==> src/rtl/pipe_hazard_ctrl_if.sv <==
// Datapath <-> hazard controller bundle: decode-stage fields and pipeline status in,
// register enables, flushes and forwarding selects out.
interface pipe_hazard_ctrl_if #(
  parameter int unsigned RF_ADDRESS = 5,
  parameter int unsigned CNT_W      = 16
);
  logic                  id_valid;
  logic [RF_ADDRESS-1:0] id_rs1;
  logic [RF_ADDRESS-1:0] id_rs2;
  logic                  id_use_rs1;
  logic                  id_use_rs2;
  logic [RF_ADDRESS-1:0] id_rd;
  logic                  id_regwrite;
  logic                  id_memread;
  logic                  id_memop;
  logic                  ex_redirect;
  logic                  mem_ready;

  logic                  pc_en;
  logic                  ifid_en;
  logic                  exmem_en;
  logic                  memwb_en;
  logic                  ifid_flush;
  logic                  idex_flush;
  logic [1:0]            fwd_a;
  logic [1:0]            fwd_b;
  logic [1:0]            ctrl_state;
  logic [CNT_W-1:0]      stall_cycles;

  // Datapath side
  modport master (
    output id_valid, id_rs1, id_rs2, id_use_rs1, id_use_rs2, id_rd,
           id_regwrite, id_memread, id_memop, ex_redirect, mem_ready,
    input  pc_en, ifid_en, exmem_en, memwb_en, ifid_flush, idex_flush,
           fwd_a, fwd_b, ctrl_state, stall_cycles
  );

  // Controller side
  modport slave (
    input  id_valid, id_rs1, id_rs2, id_use_rs1, id_use_rs2, id_rd,
           id_regwrite, id_memread, id_memop, ex_redirect, mem_ready,
    output pc_en, ifid_en, exmem_en, memwb_en, ifid_flush, idex_flush,
           fwd_a, fwd_b, ctrl_state, stall_cycles
  );
endinterface

==> src/rtl/pipe_hazard_ctrl.sv <==
// Five-stage pipeline sequencing controller: shadows EX/MEM/WB metadata and derives
// stage enables, flushes, load-use stalls, redirect squashes, memory-wait freezes and
// EX operand forwarding selects.
module pipe_hazard_ctrl #(
  parameter int unsigned RF_ADDRESS = 5,
  parameter int unsigned CNT_W      = 16
) (
  input logic              clk,
  input logic              reset,
  pipe_hazard_ctrl_if.slave bus
);

  typedef enum logic [1:0] {
    StRun     = 2'd0,
    StLdStall = 2'd1,
    StFlush   = 2'd2,
    StMwait   = 2'd3
  } action_e;

  action_e state_q, state_d;

  logic [CNT_W-1:0] stall_q;

  // EX shadow
  logic                  ex_v_q, ex_rw_q, ex_mr_q, ex_mo_q, ex_use1_q, ex_use2_q;
  logic [RF_ADDRESS-1:0] ex_rd_q, ex_rs1_q, ex_rs2_q;
  // MEM shadow
  logic                  mem_v_q, mem_rw_q, mem_mo_q;
  logic [RF_ADDRESS-1:0] mem_rd_q;
  // WB shadow
  logic                  wb_v_q, wb_rw_q;
  logic [RF_ADDRESS-1:0] wb_rd_q;

  logic mwait, redir, lduse;
  logic pc_en, ifid_en, exmem_en, memwb_en, ifid_flush, idex_flush;
  logic [1:0] fwd_a, fwd_b;

  // Hazard conditions from shadow state and decode fields
  always_comb begin
    mwait = mem_v_q & mem_mo_q & ~bus.mem_ready;
    redir = ex_v_q & bus.ex_redirect;
    lduse = ex_v_q & ex_mr_q & (ex_rd_q != '0) & bus.id_valid &
            ((bus.id_use_rs1 & (bus.id_rs1 == ex_rd_q)) |
             (bus.id_use_rs2 & (bus.id_rs2 == ex_rd_q)));
  end

  // Action select: mwait > redir > lduse > run
  always_comb begin
    state_d = StRun;
    if (mwait) begin
      state_d = StMwait;
    end else if (redir) begin
      state_d = StFlush;
    end else if (lduse) begin
      state_d = StLdStall;
    end
  end

  // Register enables and flushes for the selected action; forced safe values in reset
  always_comb begin
    pc_en      = 1'b1;
    ifid_en    = 1'b1;
    exmem_en   = 1'b1;
    memwb_en   = 1'b1;
    ifid_flush = 1'b0;
    idex_flush = 1'b0;
    if (!reset) begin
      pc_en      = 1'b0;
      ifid_en    = 1'b0;
      exmem_en   = 1'b0;
      memwb_en   = 1'b0;
      ifid_flush = 1'b1;
      idex_flush = 1'b1;
    end else begin
      unique case (state_d)
        StMwait: begin
          pc_en    = 1'b0;
          ifid_en  = 1'b0;
          exmem_en = 1'b0;
          memwb_en = 1'b0;
        end
        StFlush: begin
          ifid_flush = 1'b1;
          idex_flush = 1'b1;
        end
        StLdStall: begin
          pc_en      = 1'b0;
          ifid_en    = 1'b0;
          idex_flush = 1'b1;
        end
        StRun: ;
      endcase
    end
  end

  // Forwarding selects: youngest producer (EX/MEM) wins, x0 never forwarded
  always_comb begin
    fwd_a = 2'b00;
    fwd_b = 2'b00;
    if (reset) begin
      if (mem_v_q & mem_rw_q & (mem_rd_q != '0) & (mem_rd_q == ex_rs1_q) & ex_use1_q) begin
        fwd_a = 2'b10;
      end else if (wb_v_q & wb_rw_q & (wb_rd_q != '0) & (wb_rd_q == ex_rs1_q) & ex_use1_q) begin
        fwd_a = 2'b01;
      end
      if (mem_v_q & mem_rw_q & (mem_rd_q != '0) & (mem_rd_q == ex_rs2_q) & ex_use2_q) begin
        fwd_b = 2'b10;
      end else if (wb_v_q & wb_rw_q & (wb_rd_q != '0) & (wb_rd_q == ex_rs2_q) & ex_use2_q) begin
        fwd_b = 2'b01;
      end
    end
  end

  // Shadow pipeline: hold on mwait, otherwise advance with ID or a bubble entering EX
  always_ff @(posedge clk or negedge reset) begin
    if (!reset) begin
      ex_v_q    <= 1'b0;
      ex_rw_q   <= 1'b0;
      ex_mr_q   <= 1'b0;
      ex_mo_q   <= 1'b0;
      ex_use1_q <= 1'b0;
      ex_use2_q <= 1'b0;
      ex_rd_q   <= '0;
      ex_rs1_q  <= '0;
      ex_rs2_q  <= '0;
      mem_v_q   <= 1'b0;
      mem_rw_q  <= 1'b0;
      mem_mo_q  <= 1'b0;
      mem_rd_q  <= '0;
      wb_v_q    <= 1'b0;
      wb_rw_q   <= 1'b0;
      wb_rd_q   <= '0;
    end else if (state_d != StMwait) begin
      wb_v_q   <= mem_v_q;
      wb_rw_q  <= mem_rw_q;
      wb_rd_q  <= mem_rd_q;
      mem_v_q  <= ex_v_q;
      mem_rw_q <= ex_rw_q;
      mem_mo_q <= ex_mo_q;
      mem_rd_q <= ex_rd_q;
      if (state_d == StRun) begin
        ex_v_q    <= bus.id_valid;
        ex_rw_q   <= bus.id_regwrite;
        ex_mr_q   <= bus.id_memread;
        ex_mo_q   <= bus.id_memop;
        ex_use1_q <= bus.id_use_rs1;
        ex_use2_q <= bus.id_use_rs2;
        ex_rd_q   <= bus.id_rd;
        ex_rs1_q  <= bus.id_rs1;
        ex_rs2_q  <= bus.id_rs2;
      end else begin
        // Bubble is fully cleared so it can never trigger forwarding
        ex_v_q    <= 1'b0;
        ex_rw_q   <= 1'b0;
        ex_mr_q   <= 1'b0;
        ex_mo_q   <= 1'b0;
        ex_use1_q <= 1'b0;
        ex_use2_q <= 1'b0;
        ex_rd_q   <= '0;
        ex_rs1_q  <= '0;
        ex_rs2_q  <= '0;
      end
    end
  end

  // Last applied action and saturating count of cycles with the PC frozen
  always_ff @(posedge clk or negedge reset) begin
    if (!reset) begin
      state_q <= StRun;
      stall_q <= '0;
    end else begin
      state_q <= state_d;
      if (((state_d == StMwait) || (state_d == StLdStall)) && (stall_q != '1)) begin
        stall_q <= stall_q + CNT_W'(1);
      end
    end
  end

  assign bus.pc_en        = pc_en;
  assign bus.ifid_en      = ifid_en;
  assign bus.exmem_en     = exmem_en;
  assign bus.memwb_en     = memwb_en;
  assign bus.ifid_flush   = ifid_flush;
  assign bus.idex_flush   = idex_flush;
  assign bus.fwd_a        = fwd_a;
  assign bus.fwd_b        = fwd_b;
  assign bus.ctrl_state   = state_q;
  assign bus.stall_cycles = stall_q;

endmodule

==> src/flat_wrapper.sv <==
// flat-port wrapper written by rule: the top's interface ports become plain ports
module pipe_hazard_ctrl_flat 
#(
  parameter int unsigned RF_ADDRESS = 5,
  parameter int unsigned CNT_W      = 16
)
  (clk, reset, bus_id_valid, bus_id_rs1, bus_id_rs2, bus_id_use_rs1, bus_id_use_rs2, bus_id_rd, bus_id_regwrite, bus_id_memread, bus_id_memop, bus_ex_redirect, bus_mem_ready, bus_pc_en, bus_ifid_en, bus_exmem_en, bus_memwb_en, bus_ifid_flush, bus_idex_flush, bus_fwd_a, bus_fwd_b, bus_ctrl_state, bus_stall_cycles);
  pipe_hazard_ctrl_if #(.RF_ADDRESS(RF_ADDRESS), .CNT_W(CNT_W)) bus_i ();
  input logic clk;
  input logic reset;
  input wire logic [$bits(bus_i.id_valid)-1:0] bus_id_valid;
  input wire logic [$bits(bus_i.id_rs1)-1:0] bus_id_rs1;
  input wire logic [$bits(bus_i.id_rs2)-1:0] bus_id_rs2;
  input wire logic [$bits(bus_i.id_use_rs1)-1:0] bus_id_use_rs1;
  input wire logic [$bits(bus_i.id_use_rs2)-1:0] bus_id_use_rs2;
  input wire logic [$bits(bus_i.id_rd)-1:0] bus_id_rd;
  input wire logic [$bits(bus_i.id_regwrite)-1:0] bus_id_regwrite;
  input wire logic [$bits(bus_i.id_memread)-1:0] bus_id_memread;
  input wire logic [$bits(bus_i.id_memop)-1:0] bus_id_memop;
  input wire logic [$bits(bus_i.ex_redirect)-1:0] bus_ex_redirect;
  input wire logic [$bits(bus_i.mem_ready)-1:0] bus_mem_ready;
  output wire logic [$bits(bus_i.pc_en)-1:0] bus_pc_en;
  output wire logic [$bits(bus_i.ifid_en)-1:0] bus_ifid_en;
  output wire logic [$bits(bus_i.exmem_en)-1:0] bus_exmem_en;
  output wire logic [$bits(bus_i.memwb_en)-1:0] bus_memwb_en;
  output wire logic [$bits(bus_i.ifid_flush)-1:0] bus_ifid_flush;
  output wire logic [$bits(bus_i.idex_flush)-1:0] bus_idex_flush;
  output wire logic [$bits(bus_i.fwd_a)-1:0] bus_fwd_a;
  output wire logic [$bits(bus_i.fwd_b)-1:0] bus_fwd_b;
  output wire logic [$bits(bus_i.ctrl_state)-1:0] bus_ctrl_state;
  output wire logic [$bits(bus_i.stall_cycles)-1:0] bus_stall_cycles;
  assign bus_i.id_valid = bus_id_valid;
  assign bus_i.id_rs1 = bus_id_rs1;
  assign bus_i.id_rs2 = bus_id_rs2;
  assign bus_i.id_use_rs1 = bus_id_use_rs1;
  assign bus_i.id_use_rs2 = bus_id_use_rs2;
  assign bus_i.id_rd = bus_id_rd;
  assign bus_i.id_regwrite = bus_id_regwrite;
  assign bus_i.id_memread = bus_id_memread;
  assign bus_i.id_memop = bus_id_memop;
  assign bus_i.ex_redirect = bus_ex_redirect;
  assign bus_i.mem_ready = bus_mem_ready;
  assign bus_pc_en = bus_i.pc_en;
  assign bus_ifid_en = bus_i.ifid_en;
  assign bus_exmem_en = bus_i.exmem_en;
  assign bus_memwb_en = bus_i.memwb_en;
  assign bus_ifid_flush = bus_i.ifid_flush;
  assign bus_idex_flush = bus_i.idex_flush;
  assign bus_fwd_a = bus_i.fwd_a;
  assign bus_fwd_b = bus_i.fwd_b;
  assign bus_ctrl_state = bus_i.ctrl_state;
  assign bus_stall_cycles = bus_i.stall_cycles;
  pipe_hazard_ctrl #(.RF_ADDRESS(RF_ADDRESS), .CNT_W(CNT_W)) u_core (.clk(clk), .reset(reset), .bus(bus_i));
endmodule
==> config.mk <==
export PLATFORM = sky130hd
export DESIGN_NAME = pipe_hazard_ctrl_flat
export DESIGN_NICKNAME = d
export VERILOG_FILES = /design/src/rtl/pipe_hazard_ctrl_if.sv /design/src/rtl/pipe_hazard_ctrl.sv /design/src/flat_wrapper.sv
export SDC_FILE = /design/constraint.sdc
export NUM_CORES = 1
export LEC_CHECK = 0
export CAP_MARGIN = 20
export CORE_UTILIZATION = 40
export CTS_BUF_LIST = sky130_fd_sc_hd__clkbuf_4 sky130_fd_sc_hd__clkbuf_8 sky130_fd_sc_hd__clkbuf_16
export DETAILED_ROUTE_END_ITERATION = 12
export PLACE_DENSITY_LB_ADDON = 0.12
export SLEW_MARGIN = 10
export SYNTH_ARGS = -nofsm -noshare
export SYNTH_HDL_FRONTEND = slang
export SYNTH_SLANG_ARGS = --single-unit
==> constraint.sdc <==
create_clock -name clk -period 2.47 [get_ports clk]
set_input_delay 0.494 -clock clk [delete_from_list [all_inputs] [get_ports clk]]
set_output_delay 0.494 -clock clk [all_outputs]
set_load 0.005 [all_outputs]
After elaboration in Yosys (flattened, before gate mapping)
Cells that the tools add are included.

word-level totals
  memory bits (writable) = 0
  memories kept = 0
  bits of input ports = 25
  logic and storage cells = 87
  register bits after elaboration = 54
  latch bits = 0
  ROM bits = 0
  output and inout port bits = 28

cells by class
  reductions and logical operators = 8
  $lt $le $gt $ge = 0
  equality and inequality tests = 11
  $mul = 0
  shift-type cells = 0
  $add $sub $neg = 1
  multiplexer cells = 26
  divide/modulo/power cells = 0
  bitwise logic cells = 23

operators with widths
  cell                                                             number
  5-bit == test                                                    6
  1-bit bitwise AND                                                21
  1-bit two-way mux                                                17
  16-bit by 1-bit adder with 16-bit output, second input constant  1
  16-bit != test, second input constant                            1
  5-bit two-way mux                                                3
  5-bit nonzero test                                               3
  2-bit two-way mux                                                6
  2-bit == test, second input constant                             2
  2-bit OR reduction                                               2
  2-bit by 1-bit == test with 1-bit output, second input constant  1
  2-bit zero test                                                  1
  2-bit != test, second input constant                             1
  1-bit logical AND                                                1
  1-bit logical OR                                                 1
  1-bit NOT                                                        1
  1-bit bitwise OR                                                 1

Logic depth before layout (Yosys ltp)
  depth after elaboration = 11
  mapped depth = 10
  depth with buffers taken out = 8

Worst setup path before layout
OpenSTA, ideal clock, no wires.

  path type = input port to output port
  start = in bus_id_rs2[4]
  end = out bus_idex_flush
  cell stages on the path = 8
  setup slack = 0.170 ns
  path buffers = 1
  data arrival time = 1.806 ns
  data required time = 1.976 ns
  cells stage by stage = xor2_1 > nor4_2 > a32oi_1 > o21ai_4 > buf_6 > inv_2 > ha_1 > nand2_1

on the way
  longest elaborated chain between the ends = 11
  elaborated cells between the ends (all ways) = 12
  those cells by class = eq/ne: 3; mux: 5; bitwise: 3; reduce/logical: 1

ends and longest elaborated chain
  item                                                                       RTL line                source
  start, declared                                                            flat_wrapper.sv:13      input wire logic [$bits(bus_i.id_rs2)-1:0] bus_id_rs2;
  5-bit == test (*)                                                          pipe_hazard_ctrl.sv:44  (bus.id_use_rs2 & (bus.id_rs2 == ex_rd_q)));
  1-bit bitwise AND (*)                                                      pipe_hazard_ctrl.sv:44
  1-bit bitwise OR (*)                                                       pipe_hazard_ctrl.sv:43  ((bus.id_use_rs1 & (bus.id_rs1 == ex_rd_q)) |
  1-bit bitwise AND (*)                                                      pipe_hazard_ctrl.sv:42  lduse = ex_v_q & ex_mr_q & (ex_rd_q != '0) & bus.id_valid &
  1-bit two-way mux (*)                                                      pipe_hazard_ctrl.sv:54  end else if (lduse) begin
  2-bit two-way mux (*)                                                      pipe_hazard_ctrl.sv:52  end else if (redir) begin
  2-bit two-way mux (*)                                                      pipe_hazard_ctrl.sv:50  if (mwait) begin
  net u_core.state_d[0]                                                      pipe_hazard_ctrl.sv:20  action_e state_q, state_d;
  2-bit == test or 2-bit by 1-bit == test with 1-bit output (tied branches)  pipe_hazard_ctrl.sv:75  unique case (state_d)
  2-bit OR reduction (no line) (*)                                           --
  1-bit two-way mux (*)                                                      pipe_hazard_ctrl.sv:75
  1-bit two-way mux (*)                                                      pipe_hazard_ctrl.sv:67  if (!reset) begin
  end, declared                                                              flat_wrapper.sv:27      output wire logic [$bits(bus_i.idex_flush)-1:0] bus_idex_flush;

Mark *: on every way through the listed nets, which the timed path passes. The rest lies on a longest branch.

Worst setup path after layout
  start = reg u_core.ex_rd_q[0]
  end = out bus_idex_flush

on the way
  longest elaborated chain between the ends = 11
  elaborated cells between the ends (all ways) = 17
  those cells by class = eq/ne: 4; mux: 5; bitwise: 6; reduce/logical: 2

ends and longest elaborated chain
  item                                                                       RTL line                                                                source
  start, declared                                                            pipe_hazard_ctrl.sv:26                                                  logic [RF_ADDRESS-1:0] ex_rd_q, ex_rs1_q, ex_rs2_q;
  start signal, assigned                                                     pipe_hazard_ctrl.sv:148                                                 ex_rd_q <= bus.id_rd;
  5-bit == test (tied with other cells)                                      pipe_hazard_ctrl.sv:43
  1-bit bitwise AND (on tied branches)                                       pipe_hazard_ctrl.sv:43, pipe_hazard_ctrl.sv:42, pipe_hazard_ctrl.sv:44
  1-bit bitwise OR or 1-bit bitwise AND (tied branches)                      pipe_hazard_ctrl.sv:43, pipe_hazard_ctrl.sv:42
  1-bit bitwise AND (*)                                                      pipe_hazard_ctrl.sv:42
  1-bit two-way mux (*)                                                      pipe_hazard_ctrl.sv:54
  2-bit two-way mux (*)                                                      pipe_hazard_ctrl.sv:52
  2-bit two-way mux (*)                                                      pipe_hazard_ctrl.sv:50
  2-bit == test or 2-bit by 1-bit == test with 1-bit output (tied branches)  pipe_hazard_ctrl.sv:75
  2-bit OR reduction (no line) (*)                                           --
  1-bit two-way mux (*)                                                      pipe_hazard_ctrl.sv:75
  1-bit two-way mux (*)                                                      pipe_hazard_ctrl.sv:67

Every way passes the cells marked *; elsewhere a longest branch is shown, timed or not.

==> flow_metrics.tcl <==
set metrics [dict create \
    syn-num-nets 318 \
    r2r_slack_ps 290 \
    drtAntennaViolNets 0 \
    grt_max_degree 24 \
    cts_sinks 54 \
    grt_pass1_vias 2248 \
    synthToLayoutAreaGrowth_pct 37.2 \
    multi_input_area_um2 1370 \
    ys_warn_count 0 \
    avgSynthCellArea_um2 9.34 \
    dieHeight_um 84.3 \
    io_buffers 52 \
    synth_cell_types 34 \
    drive_gt1_share_pct 19.3 \
    dominantRegCellSynth "dfrtp_1" \
    rows 29 \
    hp-class "in -> async" \
    powerDensity_nw_per_um2 909 \
    syn_inst 290 \
    gp_congestion 0.851 \
    worst_r2r_path_depth 9 \
    finalWorstSetupSlack_ps -98.4 \
    hold_slack_ps 176 \
    violations "design-rule violations, negative setup slack" \
    holdBufCountCts 0 \
    netlist_top_cells_area "dfrtp_1 50%, nand2_1 12%, xnor2_1 8.4%" \
    rsz0062_at_grt "true" \
    cts_tree "built" \
    max_stage_delay_ps 430 \
    critical-path-slowest-cell "dfrtp_1" \
    hpwl_um 4710 \
    slew_violations 0 \
    power_leakage_nw 1.76 \
    fin_util_pct 57.5 \
    h-tree-depth 2 \
    endpoint "bus_idex_flush" \
    async_flop_share_pct 100 \
    r2r-end "u_core.bus.stall_cycles[14]" \
    synth_largest_area_cell "dfrtp_1" \
    r2r-start "u_core.ex_rd_q[0]" \
    synth_seq_cells 54 \
    diodes 0 \
    regArea_um2 1350 \
    cts-root-buf "clkbuf_8" \
    fmax_mhz 389 \
    ys_seq_area_share_pct 49.9 \
    ir_drop_v 0.000487 \
    grt_pass1_wl_um 10800 \
    fill_cells 581 \
    wl_um 6350 \
    synth_edf_count 0 \
    drc_errors 2 \
    period_share_pct 104 \
    max_cap_violations 0 \
    worstPathArrival_ps 2070 \
    finalHoldViolations 0 \
    finalSetupViolCount 4 \
    wl_per_cell_um 14.1 \
    slew_headroom_pct 77.6 \
    dr.pass1.iters 8 \
    power_mw 3.38 \
    clk_latency_ps 310 \
    cts_buffers 5 \
    dp_cells 433 \
    period_minus_slack_ps 2570 \
    overflow 0 \
    synth_top_area_share_pct 49.9 \
    fp.coreArea_um2 6460 \
    final.setup_skew_ps 13.9 \
    synth_most_common_cell "nand2_1" \
    via_per_inst 4.95 \
    startpoint "u_core.ex_rd_q[0]" \
    worstSetupEndpointType "primary output" \
    nets 401 \
    start_util_pct 41.9 \
    antenna_found_initial 0 \
    clk_pin_slew_worst_paths_ps 100 \
    final_cells 451 \
    synth_common_cells "86 x nand2_1, 54 x dfrtp_1, 31 x nand3_1" \
    die_area_um2 7100 \
    grt_usage_pct 19.4 \
    vias 2232 \
    drt_iter0_drc 72 \
    crit_chain "buf_6 -> xor2_1 -> nor4_2 -> a32oi_2 -> o21ai_4 -> inv_2 -> ha_4 -> nand2_2 -> buf_2" \
    worstMarginPinSlew_ps 335 \
    status "finished with violations" \
    ios 53 \
    cp-start-kind "flop" \
    fp.dieW_um 84.3 \
    crit_required_ps 1980 \
    critical_path_class "reg -> out" \
    critPathMaxFanout 3 \
    clock_path_buffers 2 \
    syn_area_um2 2710 \
]
cells by family (layout without fill, tap and decap cells):
family          Yosys count  in the layout  share of synthesized area, %
compound gates            6              6                          2.03
xor+xnor                 42             42                          13.6
fa+ha+maj                 3              3                          1.39
buf+inv                  17            101                          2.91
flops                    54             54                          49.9
mux                       4              4                          1.62
simple gates            164            164                          28.6
report_power, final:
| part | internal, mW | total, mW | leakage [nW] | switching (mW) |
|---|---|---|---|---|
| logic | 0.711 | 1.33 | 1.02 | 0.621 |
| registers | 1.15 | 1.43 | 0.687 | 0.282 |
| clock network | 0.308 | 0.611 | 0.0587 | 0.304 |
routing by layer:
layer | vias up | GRT usage (%) | part of all wire (%) | wire length (um)
li1 | 1129 | - | - | -
met4 | 0 | 7.99 | 1.9 | 123
met2 | 48 | 29.7 | 46 | 2890
met1 | 1042 | 26.9 | 49 | 3090
met5 | - | 0 | 0 | 0
met3 | 13 | 3.93 | 3.7 | 236
worst max-delay path: cells and delay by family, from the launching register on:
family,cells,cell delay (ps)
flops,1,430
fa+ha+maj,1,260
simple gates,2,310
compound gates,2,280
buf+inv,3,320
xor+xnor,1,150
worst min-delay path by stage:
stage | startpoint | to | slack [ps] | depth (start not counted)
after floorplan | reset | u_core.bus.ctrl_state[0] | 200 | 0
after global placement | u_core.ex_mo_q | u_core.ex_mo_q | 440 | 2
after detailed placement | u_core.ex_mo_q | u_core.mem_mo_q | 450 | 1
after CTS | reset | u_core.mem_mo_q | 170 | 2
after global routing | reset | u_core.mem_mo_q | 190 | 2
final | reset | u_core.mem_mo_q | 180 | 2
flip-flops by register name (all words and copies together), names as in the netlist, 2 cells and up:
signal                   cells
u_core.bus.ctrl_state        2
u_core.bus.stall_cycles     16
u_core.ex_rd_q               5
u_core.ex_rs1_q              5
u_core.ex_rs2_q              5
u_core.mem_rd_q              5
u_core.wb_rd_q               5
per-stage QoR:
stage	setup WS (ps)	TNS (ps)	area, um2
6_report	-98.4	-359	3720
5_1_grt	-171	-762	3720
4_1_cts	-138	-501	3620
3_5_place_dp	-633	-4690	3460
3_3_place_gp	-616	-3890	3460
2_1_floorplan	170	0	2710
what timing repair did:
action                     4_1_cts  5_1_grt
resized for setup               51       10
setup endpoints to repair       10       10
buffers inserted                 3        7
pin swaps                        9       14
layout by cell type, fill, tap and decap left out, types with 5 or more instances in the layout:
| cell | instances |
|---|---|
| nand2_1 | 85 |
| dfrtp_1 | 54 |
| clkdlybuf4s50_1 | 36 |
| buf_4 | 33 |
| nand3_1 | 31 |
| xnor2_1 | 26 |
| xor2_1 | 15 |
| nand4_1 | 11 |
| buf_2 | 8 |
| dlygate4sd2_1 | 6 |
| nor2_1 | 5 |
| and3_1 | 5 |
| clkbuf_8 | 5 |
| buf_6 | 5 |
layout make-up:
cell class	instances	share of cell area (%)
Multi-Input combinational cell	219	36.9
Clock buffer	5	1.85
Sequential cell	54	36.4
Timing Repair Buffer	89	20.6
Tap cell	77	2.59
Inverter	4	0.404
Clock inverter	3	1.28
(Power assumes the default switching activity.)
